**src/rtl/data_fifo_pkg.sv**
```systemverilog
`default_nettype none
// ============================================================================
//  Module      : data_fifo_pkg
//  Description : Shared types and helpers for the data_fifo_flex FIFO.
//                Optional macro used by the family: DATA_FIFO_FWFT_EN.
//  Revision    : 1.0 - initial release
// ============================================================================
package data_fifo_pkg;

    // Status bundle produced by the pointer controller.
    typedef struct packed {
        logic full;
        logic empty;
        logic almost_full;
        logic almost_empty;
        logic overflow;
        logic underflow;
    } fifo_status_t;

    // Pointer width: address bits plus one wrap bit.
    function automatic int ptr_width(input int depth);
        return $clog2(depth) + 1;
    endfunction

endpackage
`default_nettype wire

```
**src/rtl/fifo_ptr_ctrl.sv**
```systemverilog
`default_nettype none
// ============================================================================
//  Module      : fifo_ptr_ctrl
//  Description : Write/read pointers, occupancy, full/empty/almost flags and
//                sticky error flags for data_fifo_flex. Rst beats Flush, and
//                Flush beats same-cycle requests.
//  Revision    : 1.0 - initial release
// ============================================================================
module fifo_ptr_ctrl
    import data_fifo_pkg::*;
#(
    parameter int DEPTH            = 16,
    parameter int ALMOST_FULL_THR  = 12,
    parameter int ALMOST_EMPTY_THR = 2
) (
    input  logic                          clk,
    input  logic                          rst,
    input  logic                          i_flush,
    input  logic                          i_winc,
    input  logic                          i_rinc,
    output logic [$clog2(DEPTH)-1:0]      o_waddr,
    output logic [$clog2(DEPTH)-1:0]      o_raddr,
    output logic                          o_wr_en,
    output logic                          o_rd_en,
    output logic [ptr_width(DEPTH)-1:0]   o_count,
    output fifo_status_t                  o_status
);

    localparam int c_pw = ptr_width(DEPTH);
    localparam int c_aw = c_pw - 1;
    localparam logic [c_pw-1:0] c_af_thr = c_pw'(ALMOST_FULL_THR);
    localparam logic [c_pw-1:0] c_ae_thr = c_pw'(ALMOST_EMPTY_THR);

    logic [c_pw-1:0] r_wptr;
    logic [c_pw-1:0] r_rptr;
    logic            r_overflow;
    logic            r_underflow;
    logic            w_full;
    logic            w_empty;
    logic            w_wr_en;
    logic            w_rd_en;
    logic [c_pw-1:0] w_count;

    // Full/empty from pre-edge pointers; the wrap bit disambiguates the two.
    assign w_empty = (r_wptr == r_rptr);
    assign w_full  = (r_wptr[c_aw] != r_rptr[c_aw]) &&
                     (r_wptr[c_aw-1:0] == r_rptr[c_aw-1:0]);

    // Occupancy falls out of modulo-2*DEPTH pointer difference.
    assign w_count = r_wptr - r_rptr;

    assign w_wr_en = i_winc & ~w_full  & ~i_flush & ~rst;
    assign w_rd_en = i_rinc & ~w_empty & ~i_flush & ~rst;

    // Pointer advance; reset and flush both return to the empty state.
    always_ff @(posedge clk) begin
        if (rst || i_flush) begin
            r_wptr <= '0;
            r_rptr <= '0;
        end else begin
            if (w_wr_en) r_wptr <= r_wptr + 1'b1;
            if (w_rd_en) r_rptr <= r_rptr + 1'b1;
        end
    end

    // Sticky error flags; requests dropped by a flush do not count as errors.
    always_ff @(posedge clk) begin
        if (rst || i_flush) begin
            r_overflow  <= 1'b0;
            r_underflow <= 1'b0;
        end else begin
            if (i_winc && w_full)  r_overflow  <= 1'b1;
            if (i_rinc && w_empty) r_underflow <= 1'b1;
        end
    end

    assign o_waddr = r_wptr[c_aw-1:0];
    assign o_raddr = r_rptr[c_aw-1:0];
    assign o_wr_en = w_wr_en;
    assign o_rd_en = w_rd_en;
    assign o_count = w_count;

    assign o_status.full         = w_full;
    assign o_status.empty        = w_empty;
    assign o_status.almost_full  = (w_count >= c_af_thr);
    assign o_status.almost_empty = (w_count <= c_ae_thr);
    assign o_status.overflow     = r_overflow;
    assign o_status.underflow    = r_underflow;

endmodule
`default_nettype wire

```
**src/rtl/data_fifo_flex.sv**
```systemverilog
`default_nettype none
// ============================================================================
//  Module      : data_fifo_flex
//  Description : Parametrised synchronous FIFO with occupancy count,
//                almost-full/almost-empty flags, flush and sticky errors.
//                Define DATA_FIFO_FWFT_EN for first-word-fall-through reads;
//                otherwise reads are registered with one cycle of latency.
//  Revision    : 1.0 - initial release
// ============================================================================
module data_fifo_flex
    import data_fifo_pkg::*;
#(
    parameter int DataWidth      = 64,
    parameter int Depth          = 16,
    parameter int AlmostFullThr  = 12,
    parameter int AlmostEmptyThr = 2
) (
    input  logic                          Clk,
    input  logic                          Rst,
    input  logic                          Flush,
    input  logic [DataWidth-1:0]          WData,
    input  logic                          WInc,
    output logic                          WFull,
    output logic                          WAlmostFull,
    input  logic                          RInc,
    output logic [DataWidth-1:0]          RData,
    output logic                          RValid,
    output logic                          REmpty,
    output logic                          RAlmostEmpty,
    output logic [ptr_width(Depth)-1:0]   Count,
    output logic                          Overflow,
    output logic                          Underflow
);

    localparam int c_aw = $clog2(Depth);

    logic [DataWidth-1:0] r_mem [Depth];
    logic [c_aw-1:0]      w_waddr;
    logic [c_aw-1:0]      w_raddr;
    logic                 w_wr_en;
    logic                 w_rd_en;
    fifo_status_t         w_status;

    fifo_ptr_ctrl #(
        .DEPTH            (Depth),
        .ALMOST_FULL_THR  (AlmostFullThr),
        .ALMOST_EMPTY_THR (AlmostEmptyThr)
    ) u_ptr_ctrl (
        .clk      (Clk),
        .rst      (Rst),
        .i_flush  (Flush),
        .i_winc   (WInc),
        .i_rinc   (RInc),
        .o_waddr  (w_waddr),
        .o_raddr  (w_raddr),
        .o_wr_en  (w_wr_en),
        .o_rd_en  (w_rd_en),
        .o_count  (Count),
        .o_status (w_status)
    );

    assign WFull        = w_status.full;
    assign WAlmostFull  = w_status.almost_full;
    assign REmpty       = w_status.empty;
    assign RAlmostEmpty = w_status.almost_empty;
    assign Overflow     = w_status.overflow;
    assign Underflow    = w_status.underflow;

    // Storage array; written only on accepted writes, never reset.
    always_ff @(posedge Clk) begin
        if (w_wr_en) r_mem[w_waddr] <= WData;
    end

`ifdef DATA_FIFO_FWFT_EN
    // Head entry is presented directly; a pop consumes it in the same cycle.
    assign RData  = r_mem[w_raddr];
    assign RValid = ~w_status.empty;
`else
    logic [DataWidth-1:0] r_rdata;
    logic                 r_rvalid;

    // Registered read: popped word appears one edge after the accepted read.
    always_ff @(posedge Clk) begin
        if (Rst || Flush) begin
            r_rdata  <= '0;
            r_rvalid <= 1'b0;
        end else begin
            r_rvalid <= w_rd_en;
            if (w_rd_en) r_rdata <= r_mem[w_raddr];
        end
    end

    assign RData  = r_rdata;
    assign RValid = r_rvalid;
`endif

endmodule
`default_nettype wire
```
**config.mk**
```make
export PLATFORM = sky130hd
export DESIGN_NAME = data_fifo_flex
export DESIGN_NICKNAME = d
export VERILOG_FILES = /design/src/rtl/data_fifo_pkg.sv /design/src/rtl/fifo_ptr_ctrl.sv /design/src/rtl/data_fifo_flex.sv
export SDC_FILE = /design/constraint.sdc
export NUM_CORES = 1
export LEC_CHECK = 0
export ABC_AREA = 1
export CAP_MARGIN = 40
export CORE_MARGIN = 5
export CORE_UTILIZATION = 38
export DETAILED_ROUTE_END_ITERATION = 12
export PLACE_DENSITY_LB_ADDON = 0.05
export SKIP_CTS_REPAIR_TIMING = 1
export SYNTH_ARGS = -nofsm -noshare
export SYNTH_HDL_FRONTEND = slang
export SYNTH_SLANG_ARGS = --single-unit
```
**constraint.sdc**
```tcl
create_clock -name Clk -period 15.6 [get_ports Clk]
set_input_delay 1.56 -clock Clk [delete_from_list [all_inputs] [get_ports Clk]]
set_output_delay 1.56 -clock Clk [all_outputs]
set_load 0.01 [all_outputs]
```
==> summary.txt, run 1 <==
Status
  • Status: completed

Route
  • Via density: 4.73
  • Via count: 29,200
  • Post-route DRC violation count: 0
  • DRT antenna net count: 0
  • Wire per inst: 20.1 um
  • Initial drt markers: 2,064
  • DR pass1 iterations: 5
  • Overall routed net length: 124,000 um

Synth
  • Adder-Cell Fraction of Synth Area: 0.00289
  • Commonest cells in the netlist: 1,762 x nand2_1, 1,024 x edfxtp_1, 581 x nand3_1, 466 x inv_1, 145 x buf_2
  • EDFF count, synth: 1,024
  • Cell variety after synth: 24
  • Simple-Gate Fraction of Synth Area: 0.215
  • Synth area leader: edfxtp_1
  • Mapped Area: 45,900 um2
  • FF+latch count, synth: 1,101
  • Ranking of synthesized cells by area: edfxtp_1 67%, nand2_1 14%, nand3_1 6.3%
  • Ys flop type: edfxtp_1
  • Compound-Gate Fraction of Synth Area: 0.0117
  • Seq/Total Area, Yosys: 0.704
  • Share of Yosys cell area claimed by the top area cell type: 0.671
  • Multiplexer area fraction after synthesis: 0
  • FFs w/ async S/R, synth: 0
  • Syn avg cell area: 10.6 um2
  • Count leader, synth: nand2_1
  • YS warnings: 0
  • Combinational family with the most area after synthesis: simple AND/OR/NAND/NOR gates
  • Post-Synth XOR/XNOR Area: 0.00172
  • Gate Count Post-Synth: 4,333
  • Post-Syn Nets: 4,412

Timing
  • Setup violators final: 0
  • Worst slew pin tran: 1050 ps
  • Final period utilization: 0.334
  • Final Hold Viols: 0
  • Sum Neg Setup Slack: 0 ps
  • Fin crit period: 5210 ps
  • Min setup slack post-route: 10,390 ps
  • F_max: 0.192 GHz
  • Slew HR: 0.298
  • RSZ-0062 raised after global routing: false
  • Max Slew Vio Count: 0
  • Clock skew: 18.6 ps

GRT
  • GRT Total Usage: 0.194
  • Number of global-route vias before repair: 28,600
  • Initial antenna violation count: 0
  • Pin count of the biggest net entering global routing: 168
  • GRT overflow: 0
  • Global-route wire length before repair: 187,000 um

Min path
  • Hold EP: u_ptr_ctrl.r_underflow
  • Min-delay src: u_ptr_ctrl.r_underflow
  • HP Class: flip-flop to flip-flop
  • Hold path cells: 2

Floorplanning
  • Core area: 120,000 um2
  • Io pins: 145
  • Starting Density: 0.382
  • Die extent in y: 357 um
  • Die area: 128,000 um2
  • Chip width: 357 um
  • FP Rows: 127

Clock network
  • CTS H-Tree Depth: 4
  • CTS max path bufs: 3
  • Worst skew pair latency: 700 ps
  • Clk slew on worst S/H paths: 50 ps
  • Root buf cell: clkbuf_16
  • Sink Count: 1,101
  • CTS tree: built
  • CTS buffer count: 131

Finish
  • Share of layout cells above drive strength 1: 0.0675
  • Synth-to-Final Area Change: 16.9%
  • Layout Nets: 4,531
  • Ant diodes: 0
  • Final core occ: 0.447

Run
  • Maxcap violations: 0

Pwr
  • Lkg Pwr: 21.5 nW
  • Cell Pwr Density: 120 nW/um2
  • Max IR drop VDD: 0.0784 mV

Critical path
  • WP data arrival: 3650 ps
  • Crit path required time: 14,040 ps
  • Worst reg2reg path depth: 11
  • Max FO, Critical Path: 37
  • Reg2reg start: u_ptr_ctrl.r_rptr[2]
  • Reg2reg end: r_mem[0][0]
  • Critical Path Start Type: flip-flop
  • Crit path capture type: primary output
  • Reg2reg setup slack: 10,920 ps
  • Setup Crit Path Kind: flip-flop to primary output

Place
  • DP HPWL: 67,500 um
  • Routability cong.: 0.745
  • I/O Buffers: 144
  • Place WS: 10,050 ps
kinds of logic (layout without fill, tap and decap cells):
kind of cell    count (synthesis)  after routing
compound gates                 84             84
xor+xnor                        9              9
fa+ha+maj                      10             10
buf+inv                       696            912
flops                        1101           1101
simple gates                 2433           2433
critical path: stages (launching register included):
cell	delay (ps)
dfxtp_4	700
inv_4	400
ha_1	480
a21oi_1	140
o21ai_0	110
xnor2_1	280
o21ai_0	150
nor2_1	100
clkdlybuf4s50_1	540
routing by layer:
metal / track usage / part of all wire / vias to the layer above
li1: - / - / 14400
met1: 0.284 / 0.48 / 14000
met2: 0.306 / 0.45 / 564
met3: 0.0330 / 0.045 / 152
met4: 0.0453 / 0.017 / 0
met5: 0 / 0 / -
state kept, by name, indices dropped and copies added, names as in the netlist:
| register | count |
|---|---|
| RValid | 1 |
| u_ptr_ctrl.r_underflow | 1 |
| RData | 64 |
| u_ptr_ctrl.r_wptr | 5 |
| r_mem | 1024 |
| u_ptr_ctrl.r_rptr | 5 |
| u_ptr_ctrl.r_overflow | 1 |
cells in the final DEF (no fill, tap or decap), types with 7 or more instances in the layout:
master           count
buf_4               37
nand2_1           1762
nand3_1            581
clkbuf_16          140
a21oi_2             30
bufinv_16            7
clkbuf_1            36
buf_16              22
a21oi_1             45
clkinv_2            16
clkinv_1            14
nor2_4              18
ha_1                 9
dfxtp_1             74
nor2_1              71
inv_1              463
o21ai_0              8
clkbuf_8            14
buf_12               9
edfxtp_1          1024
clkdlybuf4s50_1    144
cell type report:
type	count	area (um2)
clock buffers	190	3830
inverters	469	1790
fillers	11200	66400
repair buffers	213	2520
clock inverters	40	380
multi-input cells	2536	10800
well taps	1612	2020
flip-flops and latches	1101	32300
metrics by stage:
stage | total power, mW | std cells | cell area (um2) | hold slack, ps
after global routing | 6.68 | 6161 | 53600 | 476
final | 6.43 | 6161 | 53600 | 450
after detailed placement | 3.52 | 5931 | 49400 | 445
after floorplan | 3.40 | 4333 | 45900 | 474
after global placement | 3.52 | 5902 | 48600 | 440
after CTS | 6.52 | 6161 | 53600 | 453
how the worst max path moves through the flow:
stage	from	endpoint	slack, ps	cells past startpoint
after floorplan	Rst	r_mem[0][0]	10220	5
after global placement	Rst	r_mem[4][10]	9740	8
after detailed placement	Rst	r_mem[0][7]	10050	9
after CTS	u_ptr_ctrl.r_rptr[2]	RAlmostEmpty	10320	8
after global routing	u_ptr_ctrl.r_rptr[2]	RAlmostEmpty	10140	8
final	u_ptr_ctrl.r_rptr[2]	RAlmostEmpty	10390	8
report_power, final:
| part | switching (mW) | internal [mW] | total [mW] |
|---|---|---|---|
| clock | 1.17 | 1.81 | 2.98 |
| combinational | 0.146 | 0.0633 | 0.209 |
| sequential | 0.00701 | 3.24 | 3.24 |
Power figures use the tool's default switching activity.
==> run 2, diff against run 1 <==
clock period = 4.4 ns   (was 15.6 ns; I/O delays follow)
==> run 2 against run 1 <==
Cell count increased by 0.16%. Sequential cell count did not move. Critical path depth is 1 lower. Count of clock-buffer cells in the layout is 16 lower. Global-route usage is essentially flat. Non-clock buffer count stayed put. Register-to-register slack got worse by 9800 ps. First-iteration DRC count is 11% higher. Critical path type unchanged. Clock skew shrank 1.1 ps.
==> summary.txt, run 2 (same netlist as run 1, synthesis figures left out) <==
Status
  • Status: completed

Place
  • Placed cells: 5,931
  • Routability cong.: 0.716
  • I/O Buffers: 144
  • DP HPWL: 63,700 um

Min path
  • HP Class: input port to flip-flop

Pwr
  • Cell Pwr Density: 428 nW/um2
  • Max IR drop VDD: 0.332 mV
  • Lkg Pwr: 21.5 nW

Timing
  • Worst slew pin tran: 1030 ps
  • Setup violators final: 0
  • RSZ-0062 raised after global routing: false
  • Fin crit period: 3830 ps
  • F_max: 0.261 GHz
  • Max Slew Vio Count: 0
  • Slew HR: 0.317
  • WHS: 446 ps
  • Final period utilization: 0.869
  • Final Hold Viols: 0
  • Clock skew: 17.6 ps

Clock network
  • CTS max path bufs: 3
  • CTS H-Tree Depth: 4
  • Sink Count: 1,101
  • Root buf cell: clkbuf_16
  • Worst skew pair latency: 730 ps
  • Clk slew on worst S/H paths: 60 ps
  • CTS buffer count: 132
  • CTS tree: built

Floorplanning
  • FP Rows: 127
  • Core area: 120,000 um2
  • Die area: 128,000 um2
  • Die extent in y: 357 um
  • Chip width: 357 um
  • Starting Density: 0.382
  • Io pins: 145

GRT
  • Number of global-route vias before repair: 29,000
  • GRT overflow: 0
  • GRT Total Usage: 0.194
  • Initial antenna violation count: 1
  • Pin count of the biggest net entering global routing: 190
  • Global-route wire length before repair: 187,000 um

Finish
  • Share of layout cells above drive strength 1: 0.0700
  • Max reg flops: 1,024
  • Ant diodes: 0
  • Leading cell type in the layout, fill and taps excluded: nand2_1
  • Synth-to-Final Area Change: 16.6%
  • # fillers: 11,200
  • Layout Nets: 4,532
  • Commonest cells after routing, fill and taps aside: 1,762 x nand2_1, 1,024 x edfxtp_1, 581 x nand3_1
  • Register name with the most flops: r_mem
  • Non-Filler Instances: 6,171
  • Final core occ: 0.446

Critical path
  • Setup Crit Path Kind: flip-flop to primary output
  • Crit path capture type: primary output
  • Crit path required time: 3960 ps
  • Critical Path Start Type: flip-flop
  • WP data arrival: 3390 ps
  • Max FO, Critical Path: 54

Route
  • Overall routed net length: 124,000 um
  • DRT antenna net count: 0
  • Post-route DRC violation count: 0
  • Initial drt markers: 2,288
  • Wire per inst: 20.2 um
  • Via density: 4.79
  • DR pass1 iterations: 8
  • Via count: 29,600

Run
  • Maxcap violations: 0
[run 2: changes by cell type in the layout (fill, tap and decap cells not counted), moves of 2 or more]
cell	change
buf_16	-17
buf_12	+16
clkinv_2	+15
clkbuf_1	-12
clkinv_1	+10
clkbuf_8	-3
buf_4	+2
[run 2: path summary, 6_finish.rpt]
path                         startpoint                     to  slack [ps]  cells after the start
setup / recovery   u_ptr_ctrl.r_rptr[1]           RAlmostEmpty         570                      7
setup reg to reg   u_ptr_ctrl.r_rptr[2]            r_mem[1][5]        1090                     10
hold / removal                     WInc  u_ptr_ctrl.r_overflow         450                      3
hold reg to reg   u_ptr_ctrl.r_overflow  u_ptr_ctrl.r_overflow         450                      2
[run 2: critical path: stages (launching register included)]
cell and delay [ps]:
dfxtp_4 360, buf_4 370, fa_1 550, o21ai_0 230, xor2_1 390, nand2_1 90
nor2_1 130, clkdlybuf4s50_1 540
[run 2: layer usage]
layer | up-vias | track usage | share of wire
li1 | 14400 | - | -
met1 | 14400 | 0.283 | 0.48
met2 | 588 | 0.309 | 0.46
met3 | 142 | 0.0297 | 0.044
met4 | 0 | 0.0446 | 0.017
met5 | - | 0 | 0
[run 2: final cells by class]
cell class                      count  area [um2]  area share
Clock buffer                      174        3720      0.0696
Clock inverter                     66         517     0.00966
Inverter                          469        1790      0.0335
Multi-Input combinational cell   2536       10800       0.201
Sequential cell                  1101       32300       0.604
Tap cell                         1612        2020      0.0377
Timing Repair Buffer              213        2370      0.0444
[run 2: through the flow]
stage / area, um2 / setup WS, ps / setup TNS [ps] / power, mW
final: 53500 / 574 / 0 / 22.9
after global routing: 53500 / 388 / 0 / 23.6
after CTS: 53500 / 473 / 0 / 23.2
after detailed placement: 49200 / 1060 / 0 / 12.5
after global placement: 49100 / 1050 / 0 / 12.5
after floorplan: 45900 / -566 / -556910 / 12.1
[run 2: where the power goes]
| part | internal (mW) | leakage (nW) | switching, mW | total, mW |
|---|---|---|---|---|
| Combinational | 0.220 | 9.54 | 0.517 | 0.737 |
| Sequential | 11.5 | 9.84 | 0.0206 | 11.5 |
| Clock | 6.39 | 2.11 | 4.24 | 10.6 |
==> run 3, diff against run 2 <==
CTS_CLUSTER_DIAMETER = 50   (was unset)
==> run 3 against run 2 <==
Maximum frequency increased by 0.53%. Final area grew 0.74%. Sequential cell count did not move. Wire length fell by 0.14%. Global-route usage about the same. Combinational power hardly changed. Count of clock-buffer cells in the layout grew 10. Critical path depth unchanged. Power rose by 3.3%. Worst setup slack improved by 20 ps.
==> summary.txt, run 3 (same netlist as run 1, synthesis figures left out) <==
Finish
  • Non-Filler Instances: 6,183
  • # fillers: 11,200
  • Final Instance Area: 53,900 um2
  • Ant diodes: 0
  • Max reg flops: 1,024
  • Leading cell type in the layout, fill and taps excluded: nand2_1
  • Register area: 32,300 um2
  • Layout Nets: 4,539
  • Share of layout cells above drive strength 1: 0.0735
  • Register name with the most flops: r_mem
  • Synth-to-Final Area Change: 17.5%
  • Multi-input gate area: 10,800 um2
  • Commonest cells after routing, fill and taps aside: 1,762 x nand2_1, 1,024 x edfxtp_1, 581 x nand3_1

Place
  • Placed cells: 5,931
  • DP HPWL: 63,700 um
  • I/O Buffers: 144
  • Routability cong.: 0.716
  • Placement Cell Area: 49,200 um2

Timing
  • WHS: 452 ps
  • F_max: 0.263 GHz
  • Worst slew pin tran: 1060 ps
  • Clock skew: 17.7 ps
  • Final period utilization: 0.865
  • Slew HR: 0.290
  • Max Slew Vio Count: 0
  • Sum Neg Setup Slack: 0 ps
  • Fin crit period: 3810 ps
  • RSZ-0062 raised after global routing: false
  • Final Hold Viols: 0
  • Setup violators final: 0

Clock network
  • Worst skew pair latency: 730 ps
  • Root buf cell: clkbuf_16
  • CTS buffer count: 139
  • Clk slew on worst S/H paths: 60 ps
  • CTS max path bufs: 3
  • Sink Count: 1,101
  • CTS H-Tree Depth: 4
  • CTS tree: built

GRT
  • Number of global-route vias before repair: 29,000
  • Pin count of the biggest net entering global routing: 190
  • Initial antenna violation count: 1
  • GRT overflow: 0
  • Global-route wire length before repair: 187,000 um
  • GRT Total Usage: 0.194

Status
  • Status: completed

Critical path
  • Critical Path Start Type: flip-flop
  • Setup Crit Path Kind: flip-flop to primary output
  • WP data arrival: 3370 ps
  • CP Cell Sequence: buf_4 -> fa_1 -> o21ai_0 -> xor2_1 -> nand2_1 -> nor2_1 -> clkdlybuf4s50_1
  • Max FO, Critical Path: 54
  • Crit path max-delay cell type: fa_1
  • Bufs and invs on worst path: 2
  • Crit path capture type: primary output
  • Crit path required time: 3960 ps
  • Worst path top cell family by delay: buffers and inverters
  • CP max stage delay: 550 ps

Route
  • Via count: 29,600
  • Wire per inst: 20.1 um
  • Via density: 4.79
  • Overall routed net length: 124,000 um
  • DR pass1 iterations: 7
  • DRT antenna net count: 0
  • Post-route DRC violation count: 0
  • Initial drt markers: 2,249

Pwr
  • Cell Pwr Density: 438 nW/um2
  • Lkg Pwr: 21.7 nW
  • Total Power: 23.6 mW
  • Max IR drop VDD: 0.345 mV

Floorplanning
  • Die extent in y: 357 um
  • Core area: 120,000 um2
  • Io pins: 145
  • Chip width: 357 um
  • Starting Density: 0.382
  • FP Rows: 127
  • Die area: 128,000 um2

Min path
  • HP Class: flip-flop to flip-flop

Run
  • Maxcap violations: 0
==> run 3: changes by cell type in the layout (fill, tap and decap cells not counted), sizes merged <==
cell	previous run	this run
inv	471	476
bufinv	8	13
clkinv	56	45
clkbuf	174	184
clkinvlp	0	3
==> run 3: tightest hold or removal path, stage by stage (launching register included) <==
cell,delay [ps]
dfxtp_1,310
inv_1,50
a21oi_1,50
==> run 3: path summary, 6_finish.rpt <==
kind,cells past startpoint,slack (ps),end,startpoint
max,7,590,RAlmostEmpty,u_ptr_ctrl.r_rptr[1]
min,2,450,u_ptr_ctrl.r_overflow,u_ptr_ctrl.r_overflow
max reg2reg,10,1090,r_mem[1][2],u_ptr_ctrl.r_rptr[2]
min reg2reg,2,450,u_ptr_ctrl.r_overflow,u_ptr_ctrl.r_overflow
==> run 3: power by group <==
group	switching, mW	internal, mW	total, mW	leakage [nW]
combinational	0.516	0.220	0.736	9.54
sequential	0.0207	11.5	11.5	9.84
clock	4.36	7.02	11.4	2.28
==> run 3: metrics by stage <==
stage / setup slack, ps / util
3_5_place_dp: 1060 / 0.410
3_3_place_gp: 1050 / 0.409
6_report: 595 / 0.449
5_1_grt: 390 / 0.449
2_1_floorplan: -566 / -
4_1_cts: 481 / 0.449
==> run 3: routing by layer <==
metal,global-route usage,part of all wire
met5,0,0
met3,0.0303,0.044
met2,0.309,0.46
met1,0.282,0.48
met4,0.0467,0.018
==> run 3: cell type report <==
class                      count  area share
tap                         1612      0.0374
inverter                     469      0.0333
multi-input combinational   2536       0.200
clock inverter                68      0.0134
sequential                  1101       0.600
timing repair buffer         213      0.0440
clock buffer                 184      0.0726
